## src/rtl/fetch_cache_unit.sv

```systemverilog
// Instruction-fetch front end: PC register, direct-mapped I-cache with valid/tag arrays,
// and a LOOKUP/FILL miss FSM that refills whole lines over a req/ack handshake.
module fetch_cache_unit #(
    parameter int ADDR_W         = 16,
    parameter int INSTR_W        = 16,
    parameter int WORDS_PER_LINE = 4,
    parameter int NUM_LINES      = 8,
    parameter logic [ADDR_W-1:0] RESET_PC = '0
) (
    input  logic                                inp_clk,
    input  logic                                inp_reset,
    input  logic                                inp_stall,
    input  logic                                inp_pcSrc,
    input  logic [ADDR_W-1:0]                   inp_branchTarget,
    output logic                                out_mem_req,
    output logic [ADDR_W-1:0]                   out_mem_address,
    input  logic                                inp_mem_ack,
    input  logic [INSTR_W*WORDS_PER_LINE-1:0]   inp_mem_lineData,
    output logic [INSTR_W-1:0]                  out_instruction,
    output logic [ADDR_W-1:0]                   out_pc,
    output logic                                out_valid,
    output logic                                out_hit,
    output logic [15:0]                         out_missCount
);
    localparam int LINE_W = INSTR_W * WORDS_PER_LINE;
    localparam int BYTE_B = $clog2(INSTR_W / 8);
    localparam int WORD_B = $clog2(WORDS_PER_LINE);
    localparam int IDX_B  = $clog2(NUM_LINES);
    localparam int OFF_B  = BYTE_B + WORD_B;
    localparam int TAG_W  = ADDR_W - OFF_B - IDX_B;
    localparam int WSEL_W = (WORD_B > 0) ? WORD_B : 1;
    localparam int IDX_W  = (IDX_B > 0) ? IDX_B : 1;
    localparam logic [ADDR_W-1:0] BYTE_MASK = ~ADDR_W'((1 << BYTE_B) - 1);
    localparam logic [ADDR_W-1:0] LINE_MASK = ~ADDR_W'((1 << OFF_B) - 1);
    localparam logic [ADDR_W-1:0] STEP      = ADDR_W'(INSTR_W / 8);

    typedef enum logic {LOOKUP, FILL} state_t;

    state_t              state_q, state_d;
    logic [ADDR_W-1:0]   pc_q, pc_d;
    logic                pend_q, pend_d;
    logic [ADDR_W-1:0]   pend_pc_q, pend_pc_d;
    logic [15:0]         miss_count_q, miss_count_d;
    logic [ADDR_W-1:0]   mem_addr_q, mem_addr_d;
    logic                fill;

    logic [NUM_LINES-1:0] valid_q;
    logic [TAG_W-1:0]     tag_mem  [NUM_LINES];
    logic [LINE_W-1:0]    data_mem [NUM_LINES];

    logic [WSEL_W-1:0]   word_sel;
    logic [IDX_W-1:0]    index;
    logic [TAG_W-1:0]    tag;
    logic [LINE_W-1:0]   line;
    logic [ADDR_W-1:0]   target;

    // Field extraction by shift + truncating cast so degenerate geometries stay legal.
    assign word_sel = (WORD_B > 0) ? WSEL_W'(pc_q >> BYTE_B) : '0;
    assign index    = (IDX_B > 0) ? IDX_W'(pc_q >> OFF_B) : '0;
    assign tag      = TAG_W'(pc_q >> (OFF_B + IDX_B));
    assign line     = data_mem[index];
    assign target   = inp_branchTarget & BYTE_MASK;

    assign out_hit         = valid_q[index] && (tag_mem[index] == tag);
    assign out_instruction = out_hit ? line[word_sel*INSTR_W +: INSTR_W] : '0;
    assign out_valid       = (state_q == LOOKUP) && out_hit;
    assign out_mem_req     = (state_q == FILL);
    assign out_mem_address = mem_addr_q;
    assign out_pc          = pc_q;
    assign out_missCount   = miss_count_q;

    always_comb begin
        state_d      = state_q;
        pc_d         = pc_q;
        pend_d       = pend_q;
        pend_pc_d    = pend_pc_q;
        miss_count_d = miss_count_q;
        mem_addr_d   = mem_addr_q;
        fill         = 1'b0;
        case (state_q)
            LOOKUP: begin
                if (inp_pcSrc) begin
                    pc_d = target;
                end else if (out_hit) begin
                    if (!inp_stall) pc_d = pc_q + STEP;
                end else begin
                    state_d    = FILL;
                    mem_addr_d = pc_q & LINE_MASK;
                    if (miss_count_q != 16'hFFFF) miss_count_d = miss_count_q + 16'd1;
                end
            end
            FILL: begin
                if (inp_pcSrc) begin
                    pend_d    = 1'b1;
                    pend_pc_d = target;
                end
                if (inp_mem_ack) begin
                    fill    = 1'b1;
                    state_d = LOOKUP;
                    pend_d  = 1'b0;
                    // A redirect arriving with the ack is newer than any pending one.
                    if (inp_pcSrc)   pc_d = target;
                    else if (pend_q) pc_d = pend_pc_q;
                end
            end
            default: state_d = LOOKUP;
        endcase
    end

    always_ff @(posedge inp_clk) begin
        if (inp_reset) begin
            state_q      <= LOOKUP;
            pc_q         <= RESET_PC;
            pend_q       <= 1'b0;
            pend_pc_q    <= '0;
            miss_count_q <= '0;
            mem_addr_q   <= '0;
            valid_q      <= '0;
        end else begin
            state_q      <= state_d;
            pc_q         <= pc_d;
            pend_q       <= pend_d;
            pend_pc_q    <= pend_pc_d;
            miss_count_q <= miss_count_d;
            mem_addr_q   <= mem_addr_d;
            if (fill) valid_q[index] <= 1'b1;
        end
    end

    // PC is frozen during FILL, so its index/tag name the line being refilled.
    always_ff @(posedge inp_clk) begin
        if (fill && !inp_reset) begin
            data_mem[index] <= inp_mem_lineData;
            tag_mem[index]  <= tag;
        end
    end
endmodule
```

## config.mk

```make
export PLATFORM = sky130hd
export DESIGN_NAME = fetch_cache_unit
export DESIGN_NICKNAME = d
export VERILOG_FILES = /design/src/rtl/fetch_cache_unit.sv
export SDC_FILE = /design/constraint.sdc
export NUM_CORES = 1
export LEC_CHECK = 0
export BUFFER_PORTS_ARGS = -buffer_cell sky130_fd_sc_hd__buf_2
export CAP_MARGIN = 10
export CELL_PAD_IN_SITES_DETAIL_PLACEMENT = 2
export CELL_PAD_IN_SITES_GLOBAL_PLACEMENT = 2
export CORE_MARGIN = 4
export CORE_UTILIZATION = 40
export CTS_CLUSTER_SIZE = 30
export DETAILED_ROUTE_END_ITERATION = 8
export HOLD_SLACK_MARGIN = 0.03
export PLACE_DENSITY_LB_ADDON = 0.2
export SYNTH_ARGS = -nofsm -noshare
export SYNTH_HDL_FRONTEND = slang
export SYNTH_SLANG_ARGS = --single-unit
```

## constraint.sdc

```tcl
create_clock -name inp_clk -period 8.3 [get_ports inp_clk]
set_input_delay 1.66 -clock inp_clk [delete_from_list [all_inputs] [get_ports inp_clk]]
set_output_delay 1.66 -clock inp_clk [all_outputs]
set_load 0.03 [all_outputs]
```

; After elaboration in Yosys (flattened, before gate mapping)
; Memory sizes are Yosys's and may differ from the RTL's. A register that Yosys moved wholly into a read port is not among the register bits.
; Cells that the tools add are included.
[op_classes]
n_reduce_logical = 11
shift = 1
eq_ne = 6
n_mux = 26
bitwise_logic = 4
add_sub_neg = 2
order_cmp = 2
[ops]
columns = cell, count
row1 = $mux 16, 7
row2 = $shiftx 64x7->16, 1
row3 = $pmux 16 s2, 1
row4 = $add 16x1->16 const B, 1
row5 = $add 16x2->16 const B, 1
row6 = $ne 16x16->1 const B, 1
row7 = $mux 3, 4
row8 = $mux 1, 11
row9 = $eq 10x10->1, 1
row10 = $or 8x8->8, 1
row11 = $reduce_and 4->1, 2
row12 = $ne 3x3->1 const B, 2
row13 = $logic_and 1x1->1, 4
row14 = $lt 3x4->1 const B, 1
row15 = $reduce_and 2->1, 2
row16 = $bmux 1 s3, 1
row17 = $demux 1 s3, 1
row18 = $ge 3x1->1 const B, 1
row19 = $ne 3x2->1 const B, 1
row20 = $not 1->1, 3
row21 = $reduce_and 3->1, 1
row22 = $ne 2x2->1 const B, 1
row23 = $pmux 1 s2, 1
row24 = $reduce_bool 2->1, 1
row25 = $logic_not 1->1, 1
[word_totals]
inputBits = 85
ram_bits = 592
output_inout_bits = 67
mem_count = 2
ff_bits = 70
[memory_table]
columns = name, words, width, rd, rd_clocked_by_memory_dff, write_ports, line
row1 = data_mem, 8, 64, 1, 1, 1, 49  ; logic [LINE_W-1:0] data_mem [NUM_LINES];
row2 = tag_mem, 8, 10, 1, 1, 1, 48  ; logic [TAG_W-1:0] tag_mem [NUM_LINES];

; Depth between registers and ports, before layout
[logic_depth]
depth_word = 8
mapped_depth = 12
ltp_nobuf = 9

; Worst setup path after synthesis
; No wires, ideal clock.
[synth_path]
path_type = input to register
startpoint = input inp_mem_ack
endpoint = memory data_mem[0][0] in the netlist's numbering, enable pin
required_time_ns = 7.701
n_path_buf = 0
cell_stages = 3
t_arrival_ns = 7.163
path_slack_ns = 0.538
setup_time_ns = 0.599
path_cell_list = nand2_1 -> or3_1 -> nor3_1
[synth_between]
elab_chain_cells = 5
[synth_lines]
columns = item, line
row1 = start: declaration, 17  ; input logic inp_mem_ack,
row2 = $mux 1, 97  ; if (inp_mem_ack) begin
row3 = $mux 1, 80  ; case (state_q)
row4 = $logic_and 1x1->1, 132  ; if (fill && !inp_reset) begin
row5 = $mux 1, 132
row6 = $mux 1 (implied by the code), 133  ; data_mem[index] <= inp_mem_lineData;
row7 = end: declaration, 49
; Every way passes these cells.

==> metrics.txt <==
Post-Synthesis Cells 1319; gr ovfl total 0; I/O Pins 152; slowest stage delay, CP 820 ps; Initial Util 40.3%; Post-synth EDFFs 592; Register-to-Register Path Depth 10; cell family with most CP delay simple AND/OR/NAND/NOR gates; RSZ-0062 raised after global routing false; DRT Pass-1 Iters 6; CP bufs+invs 3; dpl cells 2274; hold path start pend_pc_q[7]$_SDFFE_PP0P_; Vias 13.5k; Iteration-0 DRC Markers 1051; cell area power density 251 nW/µm²; CP endpoint kind output port; status complete, no violations; Final nets 1583; post-synthesis cell type count 57; Detail Placement HPWL 42.4 mm; H-tree Lvls 3; CP Cell Sequence buf_4, nor2b_1, o2bb2ai_1, a221oi_1, xnor2_1, nand4_1, or4_4, inv_1, buf_2; max-cap violations 0; wire length per cell 29.8 µm; Worst path slowest cell or4_4; clk sink count 664; Hold Path Class flip-flop to flip-flop; Slew @ Worst Pin 1050 ps; die footprint 69200 µm²; CP max FO 37; critical path type flip-flop to output port; Chip Height 263 µm; core box area 64500 µm²; share of layout cells above drive strength 1 31.0%; overall power 0.00758 W; Worst-Skew Late Latency 620 ps; PortBufs 146; CP required 6640 ps; RD Place Congestion 0.699; Slew HR 30.3%; register area share after synthesis 73.9%; TritonCTS clock tree done; Post-CTS Setup Inserts 0; clock root buffer clkbuf_16; initial antenna violation count 15; post-cts repair resize count 0; Pleak 9.79 nW; Final ANT Viol Nets 0; Layout area overhead 16.0%; Slew Viols, Final 0; Reg clk slew, reported paths 60 ps; Setup TNS 0 ps; area of the mapped netlist 26000 µm²; FF-to-FF setup slack 4040 ps; final hold vios 0; via/cell ratio 5.59; multi-input logic area 6450 µm²; min cycle time layout 6100 ps; Synth Register Bits 664; vias in the first global route 15.0k; Syn Area/Cell 19.7 µm²; final setup vio count 0; pin count of the biggest net entering global routing 93; non-filler cells, final 2416; total CTS buffers 74; # rows 93; yosys warns 0; post-synthesis async set-or-reset flop share 0%; hold-critical path depth 2; peak supply drop 0.130 mV; Final Cell Area 30200 µm²; highest clock rate 0.164 GHz; drt total wl 72.0 mm; Worst Path Arrival 4440 ps; # DRC 0; Register Area 19200 µm²; Area after DPL 27800 µm²; R2R Path End out_pc[10]$_SDFFE_PP0N_; hold path endpoint pend_pc_q[7]$_SDFFE_PP0P_; hold slack 457 ps; GRT Total Usage 20.7%; main flop type after synthesis edfxtp_1; Clock Path Buffers 3; Final Cycle Share 73.5%; die width 263 µm; fill count 5909; clk_skew 20.5 ps; first-pass GRT wire length 107 mm; post-cts hold buffer count 0; CP startpoint kind flip-flop
-- layout by cell type, fill, tap and decap left out, types with 5 or more instances in the layout --
cell type / Yosys / final
nor2_1: 68 / 62
or4_1: 6 / 6
nor3_1: 12 / 10
edfxtp_1: 592 / 592
bufinv_16: 0 / 5
a21oi_1: 44 / 44
buf_2: 17 / 146
o21ai_0: 13 / 13
o31ai_1: 5 / 5
nand4_1: 6 / 6
nand3_1: 15 / 15
nand2b_1: 5 / 5
xor2_1: 8 / 8
a21o_1: 8 / 8
buf_4: 6 / 30
clkinv_1: 1 / 14
or3_1: 9 / 9
clkbuf_1: 47 / 19
mux2i_1: 52 / 52
nor2_4: 0 / 6
xnor2_1: 14 / 14
a211oi_1: 13 / 13
nand2_1: 58 / 58
inv_1: 10 / 10
mux4_2: 176 / 176
clkbuf_16: 0 / 76
diode_2: 0 / 5
clkinv_2: 0 / 11
nor2b_1: 6 / 6
dfxtp_1: 72 / 68
-- stage by stage --
stage	utilization [%]	setup WS [ps]
6_report	46.8	2200
5_1_grt	46.8	2040
4_1_cts	46.8	2150
3_5_place_dp	43.1	2830
3_3_place_gp	43.1	2890
2_1_floorplan	-	538
-- worst register-to-register path: cells and delay by family, from the launching register on --
kind / cells / cell delay (ps)
xor gates and xnor gates: 1 / 200
buffers and inverters: 2 / 1140
DFF: 1 / 680
AOI/OAI and AO/OA: 5 / 1660
and+or+nand+nor: 2 / 450
-- where the power goes --
part           switching (W)  total [W]  internal [W]
clock                0.00135    0.00322       0.00187
combinational       0.000356   0.000623      0.000268
sequential         0.0000604    0.00374       0.00368
total                0.00177    0.00758       0.00581
-- how the worst max path moves through the flow --
| stage | end | slack (ps) | cells after the start |
|---|---|---|---|
| 2_1_floorplan | data_mem[0][0]$_DFFE_PP_ | 540 | 3 |
| 3_3_place_gp | out_instruction[3] | 2890 | 8 |
| 3_5_place_dp | out_instruction[15] | 2830 | 8 |
| 4_1_cts | out_instruction[15] | 2150 | 8 |
| 5_1_grt | out_instruction[15] | 2040 | 8 |
| 6_report | out_hit | 2200 | 9 |
-- final cells by class --
type | instances | share of cell area, %
diodes | 5 | 0.0415
clock buffers | 97 | 6.63
clock inverters | 39 | 1.19
inverters | 11 | 0.137
multi-input cells | 566 | 21.4
flip-flops and latches | 664 | 63.7
well taps | 855 | 3.55
repair buffers | 179 | 3.37
-- synth_stat cells (4+ instances only) --
library cell | number | share of area [%]
edfxtp_1 | 592 | 68
mux4_2 | 176 | 15
dfxtp_1 | 72 | 5.5
nor2_1 | 68 | 0.98
nand2_1 | 58 | 0.84
mux2i_1 | 52 | 2.0
clkbuf_1 | 47 | 0.68
a21oi_1 | 44 | 0.85
buf_2 | 17 | 0.33
nand3_1 | 15 | 0.29
xnor2_1 | 14 | 0.47
a211oi_1 | 13 | 0.38
o21ai_0 | 13 | 0.25
nor3_1 | 12 | 0.23
inv_1 | 10 | 0.14
or3_1 | 9 | 0.22
a21o_1 | 8 | 0.23
buf_1 | 8 | 0.12
xor2_1 | 8 | 0.27
buf_4 | 6 | 0.17
nand4_1 | 6 | 0.14
nor2b_1 | 6 | 0.14
or4_1 | 6 | 0.17
nand2b_1 | 5 | 0.12
o31ai_1 | 5 | 0.14
and3_1 | 4 | 0.096
mux2_2 | 4 | 0.17
-- registers in the layout (all words and copies together) (netlist names), named ones only --
name             cells
tag_mem             80
pend_pc_q           15
out_mem_req          1
out_missCount       16
valid_q              8
out_mem_address     13
data_mem           512
pend_q               1
out_pc              15
-- layer usage --
metal	share of wire [%]	vias up	GRT usage, %
li1	-	5741	-
met1	42	7322	27.9
met2	51	343	35.5
met3	5.2	76	3.76
met4	1.5	12	4.66
met5	0.11	-	0
-- cell families (layout without fill, tap and decap cells) --
| group | Yosys count | in the layout | share of synthesized area, % |
|---|---|---|---|
| other cells | 1 | 9 | 0.0144 |
| simple gates | 197 | 197 | 3.50 |
| buf+inv | 92 | 326 | 1.58 |
| compound gates | 109 | 109 | 2.76 |
| mux | 232 | 232 | 17.4 |
| flops | 664 | 664 | 73.9 |
| fa+ha+maj | 2 | 2 | 0.0962 |
| xor+xnor | 22 | 22 | 0.741 |
Power figures use the tool's default switching activity.
